<file path="config.mk">
export PLATFORM = sky130hd
export DESIGN_NAME = shmem_rr_mux
export DESIGN_NICKNAME = d
export VERILOG_FILES = /design/src/rtl/rr_grant_lut.sv /design/src/rtl/shmem_rr_mux.sv
export SDC_FILE = /design/constraint.sdc
export NUM_CORES = 1
export LEC_CHECK = 0
export CAP_MARGIN = 20
export CORE_AREA = 2 2 153 155
export CTS_CLUSTER_SIZE = 10
export DETAILED_ROUTE_END_ITERATION = 10
export DIE_AREA = 0 0 155 157
export PLACE_DENSITY = 0.79
export SLEW_MARGIN = 25
export SYNTH_ARGS = -nofsm -noshare
export SYNTH_HDL_FRONTEND = slang
export SYNTH_SLANG_ARGS = --single-unit
</file>
<file path="constraint.sdc">
create_clock -name clk -period 1.8 [get_ports clk]
set_input_delay 0.18 -clock clk [delete_from_list [all_inputs] [get_ports clk]]
set_output_delay 0.18 -clock clk [all_outputs]
set_load 0.01 [all_outputs]
</file>
<file path="src/rtl/rr_grant_lut.sv">
// rr_grant_lut: round-robin grant table for one fixed value of the last-granted pointer.
// The table maps every eligible vector to the first eligible port after LAST.
module rr_grant_lut #(
    parameter int NB_PORTS      = 4,
    parameter int LOG2_NB_PORTS = 2,
    parameter int LAST          = 0
) (
    input  logic [NB_PORTS-1:0]      eligible_i,
    output logic [LOG2_NB_PORTS-1:0] grant_o,
    output logic                     valid_o
);

    localparam int LUT_SIZE = 2 ** NB_PORTS;
    localparam int LUT_BITS = LUT_SIZE * LOG2_NB_PORTS;

    // Scanning from the farthest port back to the nearest lets the nearest one win.
    function automatic logic [LUT_BITS-1:0] buildLut();
        logic [LUT_BITS-1:0] tbl;
        int                  idx;
        tbl = '0;
        for (int v = 0; v < LUT_SIZE; v++) begin
            for (int k = NB_PORTS; k >= 1; k--) begin
                idx = (LAST + k) % NB_PORTS;
                if (((v >> idx) & 1) == 1) begin
                    tbl[v*LOG2_NB_PORTS +: LOG2_NB_PORTS] = idx[LOG2_NB_PORTS-1:0];
                end
            end
        end
        return tbl;
    endfunction

    localparam logic [LUT_BITS-1:0] lut = buildLut();

    // Look up the grant for the current eligible vector; an empty vector means no grant.
    always_comb begin
        grant_o = lut[int'(eligible_i)*LOG2_NB_PORTS +: LOG2_NB_PORTS];
        valid_o = |eligible_i;
    end

endmodule

</file>
<file path="src/rtl/shmem_rr_mux.sv">
// shmem_rr_mux: round-robin multiplexer of NB_PORTS request/done clients onto one
// single-port synchronous RAM port, one access per cycle with pipelined reads.
module shmem_rr_mux #(
    parameter int NB_PORTS            = 4,
    parameter int LOG2_NB_PORTS       = 2,
    parameter int ADDR_WIDTH          = 12,
    parameter int DATA_WIDTH          = 32,
    parameter int REGISTER_MEM_OUTPUT = 1
) (
    input  logic                           clk,
    input  logic                           srst,
    input  logic [NB_PORTS-1:0]            shmem_request,
    input  logic [NB_PORTS-1:0]            shmem_wren,
    input  logic [NB_PORTS*ADDR_WIDTH-1:0] shmem_addr,
    input  logic [NB_PORTS*DATA_WIDTH-1:0] shmem_datain,
    output logic [NB_PORTS*DATA_WIDTH-1:0] shmem_dataout,
    output logic [NB_PORTS-1:0]            shmem_done,
    output logic                           mem_wren,
    output logic [ADDR_WIDTH-1:0]          mem_addr,
    output logic [DATA_WIDTH-1:0]          mem_datain,
    input  logic [DATA_WIDTH-1:0]          mem_dataout
);

    localparam int READ_LAT   = 1 + REGISTER_MEM_OUTPUT;
    // One stage is loaded at the grant edge alongside mem_addr, then READ_LAT more
    // stages follow the RAM; the last stage marks the cycle mem_dataout is valid.
    localparam int PIPE_DEPTH = READ_LAT + 1;
    localparam logic [LOG2_NB_PORTS-1:0] LAST_RESET = LOG2_NB_PORTS'(NB_PORTS - 1);

    logic [LOG2_NB_PORTS-1:0] lutGrant [NB_PORTS];
    logic [NB_PORTS-1:0]      lutValid;
    logic [NB_PORTS-1:0]      eligible;
    logic [LOG2_NB_PORTS-1:0] grantIdx;
    logic                     grantValid;

    logic [LOG2_NB_PORTS-1:0]      last_q, last_d;
    logic [NB_PORTS-1:0]           busy_q, busy_d;
    logic [PIPE_DEPTH-1:0]         pipeValid_q, pipeValid_d;
    logic [LOG2_NB_PORTS-1:0]      pipePort_q [PIPE_DEPTH];
    logic [LOG2_NB_PORTS-1:0]      pipePort_d [PIPE_DEPTH];
    logic                          memWren_q, memWren_d;
    logic [ADDR_WIDTH-1:0]         memAddr_q, memAddr_d;
    logic [DATA_WIDTH-1:0]         memDatain_q, memDatain_d;
    logic [NB_PORTS-1:0]           done_q, done_d;
    logic [NB_PORTS*DATA_WIDTH-1:0] dataout_q, dataout_d;

    // One grant table per possible pointer value; the pointer picks which one is used.
    for (genvar g = 0; g < NB_PORTS; g++) begin : gLut
        rr_grant_lut #(
            .NB_PORTS      (NB_PORTS),
            .LOG2_NB_PORTS (LOG2_NB_PORTS),
            .LAST          (g)
        ) u_lut (
            .eligible_i (eligible),
            .grant_o    (lutGrant[g]),
            .valid_o    (lutValid[g])
        );
    end

    // A port competes only when requesting, not just completed, and with no read in flight.
    always_comb begin
        eligible   = shmem_request & ~done_q & ~busy_q;
        grantIdx   = lutGrant[last_q];
        grantValid = lutValid[last_q];
    end

    // Next state: retire the oldest read, advance the read pipeline, launch the new grant.
    always_comb begin
        int sel;
        int exitSel;
        last_d      = last_q;
        busy_d      = busy_q;
        memWren_d   = 1'b0;
        memAddr_d   = memAddr_q;
        memDatain_d = memDatain_q;
        done_d      = '0;
        dataout_d   = dataout_q;
        pipeValid_d = '0;
        for (int s = 0; s < PIPE_DEPTH; s++) begin
            pipePort_d[s] = '0;
        end
        for (int s = 1; s < PIPE_DEPTH; s++) begin
            pipeValid_d[s] = pipeValid_q[s-1];
            pipePort_d[s]  = pipePort_q[s-1];
        end

        exitSel = int'(pipePort_q[PIPE_DEPTH-1]);
        if (pipeValid_q[PIPE_DEPTH-1]) begin
            dataout_d[exitSel*DATA_WIDTH +: DATA_WIDTH] = mem_dataout;
            done_d[exitSel] = 1'b1;
            busy_d[exitSel] = 1'b0;
        end

        sel = int'(grantIdx);
        if (grantValid) begin
            last_d      = grantIdx;
            memWren_d   = shmem_wren[sel];
            memAddr_d   = shmem_addr[sel*ADDR_WIDTH +: ADDR_WIDTH];
            memDatain_d = shmem_datain[sel*DATA_WIDTH +: DATA_WIDTH];
            if (shmem_wren[sel]) begin
                // A write is finished from the client's view as soon as it reaches the RAM.
                done_d[sel] = 1'b1;
            end else begin
                busy_d[sel]    = 1'b1;
                pipeValid_d[0] = 1'b1;
                pipePort_d[0]  = grantIdx;
            end
        end
    end

    // State and output registers; reset drops any reads still in flight.
    always_ff @(posedge clk) begin
        if (srst) begin
            last_q      <= LAST_RESET;
            busy_q      <= '0;
            pipeValid_q <= '0;
            for (int s = 0; s < PIPE_DEPTH; s++) begin
                pipePort_q[s] <= '0;
            end
            memWren_q   <= 1'b0;
            memAddr_q   <= '0;
            memDatain_q <= '0;
            done_q      <= '0;
            dataout_q   <= '0;
        end else begin
            last_q      <= last_d;
            busy_q      <= busy_d;
            pipeValid_q <= pipeValid_d;
            pipePort_q  <= pipePort_d;
            memWren_q   <= memWren_d;
            memAddr_q   <= memAddr_d;
            memDatain_q <= memDatain_d;
            done_q      <= done_d;
            dataout_q   <= dataout_d;
        end
    end

    assign mem_wren      = memWren_q;
    assign mem_addr      = memAddr_q;
    assign mem_datain    = memDatain_q;
    assign shmem_done    = done_q;
    assign shmem_dataout = dataout_q;

endmodule

</file>
# After elaboration in Yosys (flattened, before gate mapping)
# Cells that the tools add are included.
# word_totals
inputBits,218
register_bits,192
elab_cells,62
out_inout_bits,177
# classes
shifts,8
n_mul,1
magnitude_cmp,6
addsub,1
mux,19
bitwise,10
reduce_logical,5
# op_table
operator,n
bitwise mux 128 bit,1
"variable shift 32 x 33 -> 128 bit, first input constant",1
variable part select 128 x 8 -> 32 bit,1
variable part select 32 x 33 -> 128 bit,1
"variable part select 32 x 6 -> 2 bit, first input constant",4
variable part select 48 x 7 -> 12 bit,1
negation 7 -> 33 bit,1
two-way mux 4 bit,6
bitwise AND 4 bit,3
inverter 4 bit,3
"< comparator 2 x 3 -> 1 bit, second input constant",3
bitwise OR 4 bit,2
two-way mux 1 bit,5
binary-select mux 1 bit (select 2 bit),2
binary-select mux 2 bit (select 2 bit),1
demux 1 bit (select 2 bit),2
">= comparator 2 x 1 -> 1 bit, second input constant",2
"multiplier 2 x 2 -> 4 bit, second input constant",1
two-way mux 2 bit,2
OR reduction 4 bit,1
">= comparator 3 bit, second input constant",1
inverter 2 -> 3 bit,1
OR reduction 3 bit,1
logical AND 1 bit,2
2 further kinds,2

# Longest topological paths before layout
# logic_depth
depth_word,14
ltp_mapped,7

# By module
# From an unflattened synthesis, not the netlist that was laid out.
# unflattened
hier_cells,795
hier_area_um2,8064.0
# by_module_without_submodules
mod,area_each_um2,n_inst,cells_each
shmem_rr_mux,7943.9,1,771
rr_grant_lut (gLut[3].u_lut),35.0,1,7
rr_grant_lut (gLut[2].u_lut),31.3,1,6
rr_grant_lut (gLut[1].u_lut),27.5,1,5
rr_grant_lut (gLut[0].u_lut),26.3,1,6

# Worst setup path after synthesis
# No wires, ideal clock.
# synth_path
path_kind,reg-to-reg
from,reg pipePort_q[0] (netlist bit)
to,"reg dataout_q[100], in the netlist shmem_dataout[100]"
required_time_ns,1.735
slack_ns,-0.190
path_stages_with_launch,7
arrival_ns,1.924
n_path_buf,1
cell_sequence,dfxtp_1 > inv_1 > ha_1 > nor4_1 > clkbuf_1 > a22oi_1 > nor2_1
# synth_via
elab_chain_len,3
# synth_lines
item,line_no,text
"start, declared",shmem_rr_mux.sv:39,logic [LOG2_NB_PORTS-1:0] pipePort_q [PIPE_DEPTH];
"start signal, assigned",shmem_rr_mux.sv:129,pipePort_q <= pipePort_d;
negation 7 -> 33 bit (*),shmem_rr_mux.sv:89,dataout_d[exitSel*DATA_WIDTH +: DATA_WIDTH] = mem_dataout;
variable part select 32 x 33 -> 128 bit / variable shift 32 x 33 -> 128 bit (equally long branches),shmem_rr_mux.sv:89,
bitwise mux 128 bit (*),shmem_rr_mux.sv:89,
"end signal, assigned",shmem_rr_mux.sv:134,dataout_q <= dataout_d;
"end, declared",shmem_rr_mux.sv:45,"logic [NB_PORTS*DATA_WIDTH-1:0] dataout_q, dataout_d;"
# Every way passes the cells marked *; elsewhere a longest branch is shown, timed or not.
# A chain may end at the register's enable or synchronous reset.

# Worst setup path after layout
# layout_path
from,reg last_q[0]
to,"reg memDatain_q[22], in the netlist mem_datain[22]"
# layout_via
elab_chain_len,5
# layout_lines
item,line_no,text
"start, declared",shmem_rr_mux.sv:36,"logic [LOG2_NB_PORTS-1:0] last_q, last_d;"
"start signal, assigned",shmem_rr_mux.sv:126,last_q <= last_d;
inverter 2 -> 3 bit (not written as such),shmem_rr_mux.sv:63,grantIdx = lutGrant[last_q];
binary-select mux 2 bit (select 2 bit),shmem_rr_mux.sv:63,
two-way mux 2 bit (not written as such) (2 in a row),shmem_rr_mux.sv:63,
variable part select 128 x 8 -> 32 bit,shmem_rr_mux.sv:99,memDatain_d = shmem_datain[sel*DATA_WIDTH +: DATA_WIDTH];
"end signal, assigned",shmem_rr_mux.sv:132,memDatain_q <= memDatain_d;
"end, declared",shmem_rr_mux.sv:43,"logic [DATA_WIDTH-1:0] memDatain_q, memDatain_d;"
# Several ways; a longest one is shown, not always the timed one. The select of a mux whose other input is x is not followed.

==> results.md <==
* Initial antenna violation count at 9
* #FFs+latches synth at 192
* Starting DRC count in detailed routing at between 400 and 500
* Worst R2R Path Depth at 8
* First-pass iteration count of the detailed router at 5
* Post-synth top flop: dfxtp_1
* DP HPWL at between 20,000 and 25,000 um
* Pleak at a little under 5 nW
* Top-area cell type share of the netlist area at 0.504
* Sequential area share after synthesis at 0.504
* Crit path DAT at around 2.4 ns
* Largest area contributor in the netlist: dfxtp_1
* Slew Limit Fails at 0
* Clock H-tree levels at 4
* Count leader, synth: dfxtp_1
* DR WL/cell at ~20 um
* Startpoint types: flop
* Layout Cells excl Fill at roughly 1,500
* Hold Path Depth at 3
* Synth Instances at about 830
* Slew HR at 0.550
* CTS Buffer Depth at 2
* Number of global-route vias before repair at roughly 8,200
* RSZ-0062 raised after global routing: true
* HP Start: srst
* IO Pins at ~400
* Top cells by count, synth: dfxtp_1, nor2_1, a22oi_1, nand2_1, clkbuf_1
* Final Hold Viols at 0
* Core area at between 20,000 and 25,000 sq um
* Core Rows at 55
* Antenna viol nets, final at 0
* Fillers at about 1,900
* Most area-consuming cells after synthesis: dfxtp_1, a22oi_1, nor2_1
* Post-synthesis cell area at 7620 sq um
* Setup crit end kind: flop
* Syn Area/Cell at between 9 and 10 sq um
* Final routed DRC violation total at 0
* Final setup vio count at between 50 and 60
* Total power at 12.4 mW
* IO buf count at 394
* Total GRT Usage at 0.246
* Die area at approximately 24,000 sq um
* Syn nets at roughly 1,100
* CTS tree: yes
* Hold Crit Class: in -> reg
* CP cell instances: or4b_4, o211a_4, nor2_4, buf_4, buf_12, buf_16, nand2_1, a311oi_2
* FMAX at about 0.5 GHz
* IR drop worst, VDD at slightly above 0.0006 V
* R2r startpoint: last_q[0]
* DIE WIDTH at ~160 um
* Placement Setup Slack at -0.462 ns
* RePlAce Congestion at between 0.8 and 0.9
* Initial Utilization at 0.339
* Crit path largest cell delay at roughly 0.56 ns
* Crit-path slowest cell: or4b_4
* Crit-path max FO at 11
* Placed instance count at approximately 1,500
* Min cycle time layout at roughly 2.0 ns
* Die Y-Extent at between 150 and 200 um
* Status: finished with violations
* Failing checks: setup timing
* CTS Hold Bufs at 0
* Slew @ Worst Pin at just under 0.7 ns
* CTS buffer count at 17
* Final Cycle Share at 1.11
* Sink Count at 192
* Max-Cap Viols at 0
* Critical path data required time at between 2 and 2.5 ns
* Drt total wl at approximately 32,000 um
* Layout Skew at between 0.015 and 0.02 ns
* Nets@finish at between 1,000 and 1,500
* Reg2reg setup slack at -0.20 ns
* Clk slew on worst S/H paths at 0.08 ns
* DR vias at between 8,000 and 9,000
* Power per cell area at between 900 and 1000 nW/um^2
* Ratio of cells with drive above 1 in the final layout at 0.108
* Crit Path Class: reg -> reg
* First-pass GRT wire length at roughly 46,000 um
* R2r endpoint: mem_datain[22]
* Async SR Flop Fraction at 0
* Root Driver: clkbuf_16
* Worst skew pair latency at about 0.43 ns
* Number of synthesized flops with an enable pin at 0
* Vias/cell at roughly 5.4
* Layout overhead on the synthesized area at 72.3%
* Yosys cell types at 50
* GRT overflow at 0
* Hold endpoint: last_q[0]
* Worst hold slack at 0.149 ns
* Largest net degree at the start of global routing at roughly 140
* Slack of the critical path at -0.199 ns
* Ys Warns at 0
timing repair:
item                                    4_1_cts  5_1_grt
buffers inserted                              6        2
hold endpoints to repair                      0        0
endpoints found under the setup margin       49      115
resized for setup                            12       12
cloned                                        2        4
pin swaps                                     6        7
metrics by stage:
step,cell area (sq um),TNS (ns),utilization
3_3_place_gp,12200,-17.50,0.541
5_1_grt,13100,-11.23,0.584
4_1_cts,13000,-5.37,0.576
6_report,13100,-7.17,0.584
3_5_place_dp,12200,-21.11,0.541
2_1_floorplan,7660,-6.13,-
critical path: cells and delay by family, from the launching register on:
kind	cells	cell delay (ns)
simple gates	3	0.73
buf+inv	3	0.37
flops	1	0.36
compound gates	2	0.46
placed cells by master (no fill, tap or decap), types with 3 or more instances in the layout:
| cell | netlist | final |
|---|---|---|
| ha_1 | 8 | 6 |
| dfxtp_2 | 0 | 5 |
| a311oi_2 | 1 | 8 |
| diode_2 | 0 | 9 |
| inv_1 | 7 | 6 |
| clkdlybuf4s50_1 | 0 | 393 |
| o221ai_1 | 44 | 44 |
| nand2_1 | 101 | 100 |
| a22oi_1 | 129 | 129 |
| a311oi_1 | 43 | 36 |
| buf_4 | 7 | 36 |
| nor2b_1 | 6 | 6 |
| nand3_1 | 3 | 3 |
| buf_12 | 0 | 19 |
| clkbuf_16 | 0 | 20 |
| a21oi_1 | 3 | 3 |
| clkinv_8 | 0 | 4 |
| inv_8 | 0 | 3 |
| dfxtp_1 | 192 | 187 |
| inv_6 | 0 | 5 |
| nor4b_4 | 0 | 4 |
| nor2_1 | 179 | 179 |
logic make-up (layout without fill, tap and decap cells):
| logic type | count (synthesis) | after routing | synth area share |
|---|---|---|---|
| and+or+nand+nor | 310 | 310 | 0.172 |
| AOI/OAI and AO/OA | 239 | 239 | 0.258 |
| DFF | 192 | 192 | 0.504 |
| buffers and inverters | 82 | 493 | 0.0505 |
| adders and majority gates | 8 | 8 | 0.0131 |
| muxes | 2 | 2 | 0.00263 |
| other | 0 | 9 | 0 |
per-layer routing:
layer  share of wire  wire length, um  vias up  global-route usage
li1                -                -     3864                   -
met1            0.39            12300     4019               0.284
met2            0.49            15500      440               0.417
met3           0.085             2710       59              0.0776
met4           0.036             1140        0               0.114
met5               0                0        -                   0
power by group:
group / switching, mW / total [mW] / internal, mW
Sequential: 0.212 / 4.81 / 4.59
Clock: 1.93 / 3.84 / 1.91
Combinational: 1.80 / 3.75 / 1.95
Total: 3.94 / 12.4 / 8.46
final cells by class:
cell class | instances | area, sq um | area share
Clock buffer | 18 | 439 | 0.0334
Clock inverter | 14 | 160 | 0.0122
Inverter | 7 | 26.3 | 0.00200
Multi-Input combinational cell | 559 | 3560 | 0.271
Sequential cell | 192 | 3850 | 0.293
Timing Repair Buffer | 454 | 4730 | 0.360
Tap cell | 285 | 357 | 0.0271
Antenna cell | 9 | 22.5 | 0.00171
state kept, by name (all words and copies together) (netlist names):
| signal | cells |
|---|---|
| shmem_dataout | 128 |
| mem_datain | 32 |
| mem_addr | 12 |
| busy_q | 4 |
| pipePort_d | 4 |
| shmem_done | 4 |
| pipeValid_q | 3 |
| last_q | 2 |
| pipePort_q | 2 |
| mem_wren | 1 |
worst max-delay path by stage:
stage                     start                end  slack, ns  cells after the start
2_1_floorplan     pipePort_q[0]  shmem_dataout[66]      -0.09                      6
3_3_place_gp   shmem_request[1]     mem_datain[19]      -0.36                      7
3_5_place_dp   shmem_request[1]      mem_datain[1]      -0.46                      7
4_1_cts               busy_q[3]        mem_addr[8]      -0.15                      8
5_1_grt               busy_q[3]     mem_datain[22]      -0.26                      8
6_report              last_q[0]     mem_datain[22]      -0.20                      8
Power figures use the tool's default switching activity.
